<file path="src/rtl/pit_data_responder.sv">
// rtl/pit_data_responder.sv - pending-interest table that answers FIB data offers and forwards the data bytes
module pit_data_responder #(
  parameter int NUM_ENTRIES = 8,
  parameter int DATA_BYTES  = 1024
) (
  input  logic        clk,
  input  logic        rst,
  input  logic [63:0] fib_prefix,
  input  logic [5:0]  fib_len,
  input  logic        fib_prefix_ready,
  input  logic [7:0]  fib_data,
  input  logic        interest_valid,
  input  logic [63:0] interest_prefix,
  input  logic [5:0]  interest_len,
  input  logic [3:0]  interest_port,
  output logic        rejected,
  output logic        start_send_to_pit,
  output logic [7:0]  data_out,
  output logic        data_out_valid,
  output logic [3:0]  data_out_ports,
  output logic        busy,
  output logic        table_full
);

  localparam int IW = (NUM_ENTRIES > 1) ? $clog2(NUM_ENTRIES) : 1;
  localparam logic [IW-1:0] LAST_IDX  = IW'(NUM_ENTRIES - 1);
  localparam logic [9:0]    LAST_BYTE = 10'(DATA_BYTES - 1);

  typedef enum logic [2:0] {IDLE, SCAN, ACCEPT, REJECT, XFER} state_t;

  state_t state, state_nxt;

  logic [NUM_ENTRIES-1:0] ent_valid;
  logic [63:0]            ent_prefix [NUM_ENTRIES];
  logic [5:0]             ent_len    [NUM_ENTRIES];
  logic [3:0]             ent_ports  [NUM_ENTRIES];

  logic [63:0]   offer_prefix;
  logic [5:0]    offer_len;
  logic [IW-1:0] scan_idx;
  logic [IW-1:0] hit_idx;
  logic [3:0]    hit_ports;
  logic [9:0]    byte_cnt;

  logic          scan_hit;
  logic          last_byte;
  logic          ins_hit;
  logic [IW-1:0] ins_hit_idx;
  logic          ins_free;
  logic [IW-1:0] ins_free_idx;

  // Compare the single entry under the scan pointer with the latched offer.
  always_comb begin
    scan_hit  = ent_valid[scan_idx] && (ent_prefix[scan_idx] == offer_prefix) &&
                (ent_len[scan_idx] == offer_len);
    last_byte = (byte_cnt == LAST_BYTE);
  end

  // Insert lookup on pre-edge valid bits: existing match, else lowest free slot.
  always_comb begin
    ins_hit      = 1'b0;
    ins_hit_idx  = '0;
    ins_free     = 1'b0;
    ins_free_idx = '0;
    for (int i = NUM_ENTRIES - 1; i >= 0; i--) begin
      if (ent_valid[i] && (ent_prefix[i] == interest_prefix) && (ent_len[i] == interest_len)) begin
        ins_hit     = 1'b1;
        ins_hit_idx = IW'(i);
      end
      if (!ent_valid[i]) begin
        ins_free     = 1'b1;
        ins_free_idx = IW'(i);
      end
    end
  end

  // State register.
  always_ff @(posedge clk or posedge rst) begin
    if (rst) state <= IDLE;
    else     state <= state_nxt;
  end

  // Next-state logic; offers are only heard in IDLE.
  always_comb begin
    state_nxt = state;
    case (state)
      IDLE:    if (fib_prefix_ready) state_nxt = SCAN;
      SCAN: begin
        if (scan_hit)                   state_nxt = ACCEPT;
        else if (scan_idx == LAST_IDX)  state_nxt = REJECT;
      end
      ACCEPT:  state_nxt = XFER;
      REJECT:  state_nxt = IDLE;
      XFER:    if (last_byte) state_nxt = IDLE;
      default: state_nxt = IDLE;
    endcase
  end

  // Valid bits: set by inserts into free slots, cleared when a transfer completes.
  always_ff @(posedge clk or posedge rst) begin
    if (rst) begin
      ent_valid <= '0;
    end else begin
      if (interest_valid && !ins_hit && ins_free) ent_valid[ins_free_idx] <= 1'b1;
      if (state == XFER && last_byte)             ent_valid[hit_idx]      <= 1'b0;
    end
  end

  // Entry payload: merge ports into a matching entry or fill a free slot.
  always_ff @(posedge clk) begin
    if (interest_valid) begin
      if (ins_hit) begin
        ent_ports[ins_hit_idx] <= ent_ports[ins_hit_idx] | interest_port;
      end else if (ins_free) begin
        ent_prefix[ins_free_idx] <= interest_prefix;
        ent_len[ins_free_idx]    <= interest_len;
        ent_ports[ins_free_idx]  <= interest_port;
      end
    end
  end

  // Offer latch, scan pointer, hit capture and byte counter.
  always_ff @(posedge clk or posedge rst) begin
    if (rst) begin
      offer_prefix <= '0;
      offer_len    <= '0;
      scan_idx     <= '0;
      hit_idx      <= '0;
      hit_ports    <= '0;
      byte_cnt     <= '0;
    end else begin
      case (state)
        IDLE: if (fib_prefix_ready) begin
          offer_prefix <= fib_prefix;
          offer_len    <= fib_len;
          scan_idx     <= '0;
        end
        SCAN: begin
          if (scan_hit) begin
            hit_idx   <= scan_idx;
            hit_ports <= ent_ports[scan_idx];
          end else if (scan_idx != LAST_IDX) begin
            scan_idx <= scan_idx + 1'b1;
          end
        end
        ACCEPT:  byte_cnt <= '0;
        XFER:    byte_cnt <= byte_cnt + 10'd1;
        default: ;
      endcase
    end
  end

  // Registered data path: the byte sampled in XFER shows up one cycle later.
  always_ff @(posedge clk or posedge rst) begin
    if (rst) begin
      data_out       <= '0;
      data_out_valid <= 1'b0;
      data_out_ports <= '0;
    end else begin
      data_out       <= (state == XFER) ? fib_data  : 8'd0;
      data_out_valid <= (state == XFER);
      data_out_ports <= (state == XFER) ? hit_ports : 4'd0;
    end
  end

  // Pulses and status decoded straight from the current state and table.
  always_comb begin
    rejected          = (state == REJECT);
    start_send_to_pit = (state == ACCEPT);
    busy              = (state != IDLE);
    table_full        = &ent_valid;
  end

endmodule

</file>
<file path="config.mk">
export PLATFORM = sky130hd
export DESIGN_NAME = pit_data_responder
export DESIGN_NICKNAME = d
export VERILOG_FILES = /design/src/rtl/pit_data_responder.sv
export SDC_FILE = /design/constraint.sdc
export NUM_CORES = 1
export LEC_CHECK = 0
export ABC_CLOCK_PERIOD_IN_PS = 7900
export BUFFER_PORTS_ARGS = -buffer_cell sky130_fd_sc_hd__buf_2
export CORE_AREA = 2 2 253 255
export DETAILED_ROUTE_END_ITERATION = 12
export DIE_AREA = 0 0 255 257
export GPL_TIMING_DRIVEN = 0
export PLACE_DENSITY = 0.83
export SYNTH_ARGS = -nofsm -noshare
export SYNTH_HDL_FRONTEND = slang
export SYNTH_SLANG_ARGS = --single-unit
export TNS_END_PERCENT = 20
</file>
<file path="constraint.sdc">
create_clock -name clk -period 7.9 [get_ports clk]
set_clock_uncertainty 0.05 [all_clocks]
set_input_delay 1.58 -clock clk [delete_from_list [all_inputs] [get_ports clk]]
set_output_delay 1.58 -clock clk [all_outputs]
set_load 0.02 [all_outputs]
</file>
==> metrics.csv <==
stage;metric;value;unit
finish;fin nets;2814;
timing;Slew Limit Fails;15;
global_route;gr ovfl total;0;
critical_path;critical path class;flop to flop;
global_route;vias in the first global route;24500;
floorplan;die width;255;um
detailed_routing;detailed-router iteration count before antenna repair;6;
clock_tree;postcts setup bufs;0;
placed_design;hpwl dp;130;mm
logic_synthesis;register area share after synthesis;0.593;
global_route;first-pass GRT wire length;213;mm
clock_tree;number of hold buffers added after cts;0;
finish;post-route design area;0.0401;mm2
global_route;antenna violations before repair;22;
timing;f_max;141;MHz
detailed_routing;Post-DRT Antenna Nets;0;
logic_synthesis;Synth Flop Type;edfxtp_1;
floorplan;die height;257;um
floorplan;Ports;173;
logic_synthesis;FFs w/ async S/R, synth;0.161;
timing;post-layout minimum cycle time;7080;ps
critical_path;crit path DAT;7550;ps
critical_path;critical path startpoint;scan_idx[2];
critical_path;Worst Reg-to-Reg Cells;11;
clock_tree;post_cts resized;0;
logic_synthesis;Syn Inst Count;2370;
clock_tree;CTS H-Tree Depth;3;
timing;Final setup viols;0;
detailed_routing;Starting DRT DRC Count;5016;
detailed_routing;DRC Markers;0;
critical_path;Crit. End Element;flop;
timing;slack of the critical path;817;ps
critical_path;worst stage delay on the critical path;1210;ps
pwr;P_int;8.54;mW
timing;Max-slew headroom;-0.0802;
detailed_routing;vias per inst;7.15;
critical_path;Critical Path, Cell by Cell;buf_1 -> nor2_1 -> buf_2 -> a221oi_1 -> xnor2_1 -> nand3_1 -> nor4_1 -> nand4_1 -> or4_4 -> nor2_8 -> mux2_1;
timing;RSZ-0062 raised after global routing;no;
floorplan;row cnt;92;
critical_path;CP endpoint;hit_ports[2];
clock_tree;clock slew at reported path FFs;60;ps
detailed_routing;via count;25600;
finish;Area Growth Syn to Fin;15.3;%
pwr;worst vdd ir;0.000211;V
run;maximum capacitance violations;4;
critical_path;r2r startpoint;scan_idx[2];
floorplan;initial core utilization;0.555;
critical_path;Slowest-stage cell, CP;a221oi_1;
critical_path;RR Endpoint;hit_ports[2];
clock_tree;CTS root buf;clkbuf_16;
critical_path;CP max FO;10;
logic_synthesis;leading area contributor after synthesis;edfxtp_1;
clock_tree;CTS tree;built;
timing;setup TNS;0;ps
finish;ratio of cells with drive above 1 in the final layout;0.229;
critical_path;Crit path buffers/inverters;2;
logic_synthesis;syn_nets;2529;
pwr;Seq pwr share;0.357;
detailed_routing;detail-routed net length per standard cell;45.9;um
finish;commonest non-fill, non-tap cell in the layout;edfxtp_1;
pwr;Power Density;348;mW/mm2
timing;Tcrit/Tclk final;0.897;
pwr;clock power share;0.267;
status;failing checks;max-capacitance violations, max-slew violations;
detailed_routing;routed wire length;164;mm
logic_synthesis;Synthesis Warnings;0;
finish;most frequent cells in the layout;edfxtp_1, xnor2_1, xor2_1;
logic_synthesis;Distinct cells, synth;71;
pwr;Pleak;14.1;nW
logic_synthesis;mapped cell area;0.0348;mm2
timing;Tightest Pin Transition;1580;ps
placed_design;IO buf count;172;
logic_synthesis;Mean Syn Cell Area;14.7;um2
critical_path;WP depth;11;
logic_synthesis;top post-synthesis cells by area;edfxtp_1, dfrtp_1, mux4_2, xnor2_1, xor2_1;
placed_design;DP Area;0.0375;mm2
placed_design;Final GP Congestion;1.14;
logic_synthesis;Yosys reg bits;706;
critical_path;R2R Setup Slk;820;ps
floorplan;die footprint;0.0655;mm2
logic_synthesis;share of the synthesized area in the top cell type;0.511;
global_route;total track usage;0.501;
placed_design;Setup WS pre-CTS;700;ps
clock_tree;CTS Sinks;706;
min_path;HP Class;flop to flop;
logic_synthesis;count of flip-flops with a built-in enable after synthesis;592;
critical_path;Setup crit start kind;flop;
pwr;Logic pwr share;0.377;
status;status;complete, but fails checks;
critical_path;Required @ worst endpoint;8370;ps
timing;final hold vios;0;
clock_tree;CTS Buf Count;76;
pwr;Switching Share;0.389;
clock_tree;CTS max path bufs;3;
pwr;P_sw;5.44;mW
floorplan;Core ar.;0.0627;mm2
clock_tree;Worst-Skew Late Latency;650;ps
global_route;pin count of the biggest net entering global routing;76;
critical_path;Largest delay share family, worst path;simple AND/OR/NAND/NOR gates;
==> power by group through the flow <==
| stage | logic, mW | clock network (mW) | registers (mW) |
|---|---|---|---|
| after floorplan | 2.70 | 0 | 4.88 |
| after global placement | 4.76 | 0 | 5.08 |
| after detailed placement | 4.98 | 0 | 5.02 |
| after CTS | 5.01 | 3.70 | 4.95 |
| after global routing | 5.21 | 3.85 | 5.00 |
| final | 5.26 | 3.73 | 4.98 |
==> flip-flops by register name, summed over array words and instances (netlist names) <==
| signal | count |
|---|---|
| byte_cnt | 10 |
| ent_len | 48 |
| data_out_valid | 1 |
| scan_idx | 3 |
| ent_valid | 8 |
| ent_ports | 32 |
| hit_ports | 4 |
| state | 3 |
| data_out_ports | 4 |
| data_out | 8 |
| ent_prefix | 512 |
| offer_prefix | 64 |
| hit_idx | 3 |
| offer_len | 6 |
==> cell type report <==
class	count	area [um2]
Antenna cell	13	32.5
Buffer	127	584
Clock buffer	102	2150
Clock inverter	40	418
Fill cell	4521	22600
Inverter	83	314
Multi-Input combinational cell	1454	13400
Sequential cell	706	20600
Tap cell	846	1060
Timing Repair Buffer	207	1560
==> cell families (layout without fill, tap and decap cells) <==
family	Yosys count	in the layout	synth area share
flops	706	706	0.593
compound gates	238	238	0.0513
other cells	0	13	0
buf+inv	210	559	0.0257
fa+ha+maj	3	3	0.00108
mux	329	329	0.140
xor+xnor	482	482	0.121
simple gates	402	402	0.0671
==> per-stage QoR <==
stage,total power [mW],hold WS [ps],std cells,util
3_3_place_gp,9.84,414,3388,0.585
4_1_cts,13.7,441,3564,0.639
3_5_place_dp,10.0,419,3422,0.598
5_1_grt,14.1,466,3566,0.639
2_1_floorplan,7.59,397,2370,-
6_report,14.0,444,3578,0.639
==> worst min-delay path by stage <==
stage	start	endpoint	slack (ps)	cells after the start
6_report	byte_cnt[7]	byte_cnt[7]	440	1
2_1_floorplan	byte_cnt[7]	byte_cnt[7]	400	1
3_5_place_dp	byte_cnt[7]	byte_cnt[7]	420	1
5_1_grt	byte_cnt[7]	byte_cnt[7]	470	1
3_3_place_gp	byte_cnt[7]	byte_cnt[7]	410	1
4_1_cts	byte_cnt[7]	byte_cnt[7]	440	1
==> cells in the mapped netlist, types with 34 or more instances <==
| cell type | number |
|---|---|
| inv_1 | 80 |
| a221oi_1 | 34 |
| xor2_1 | 241 |
| nor4_1 | 87 |
| nand4_1 | 70 |
| mux2_2 | 107 |
| nand2_1 | 50 |
| nand2b_1 | 44 |
| mux2i_1 | 99 |
| o22ai_1 | 43 |
| dfrtp_1 | 114 |
| clkbuf_1 | 74 |
| mux4_2 | 116 |
| nor2_1 | 42 |
| xnor2_1 | 241 |
| edfxtp_1 | 592 |
| buf_2 | 38 |
==> worst register-to-register path: cells and delay by family (launching register included) <==
family | cells | cell delay (ps)
buffers and inverters | 2 | 1550
AO/OA/AOI/OAI | 1 | 1210
AND/OR/NAND/NOR | 6 | 2870
XOR/XNOR | 1 | 210
multiplexers | 1 | 370
flip-flops | 1 | 690
==> layer usage <==
metal | GRT usage | wire length, um | vias up
li1 | - | - | 9677
met1 | 0.608 | 55100 | 12900
met2 | 0.707 | 68500 | 2397
met3 | 0.202 | 24000 | 607
met4 | 0.392 | 16300 | 22
met5 | 0 | 185 | -
No activity file was read; power rests on OpenSTA's default activity.
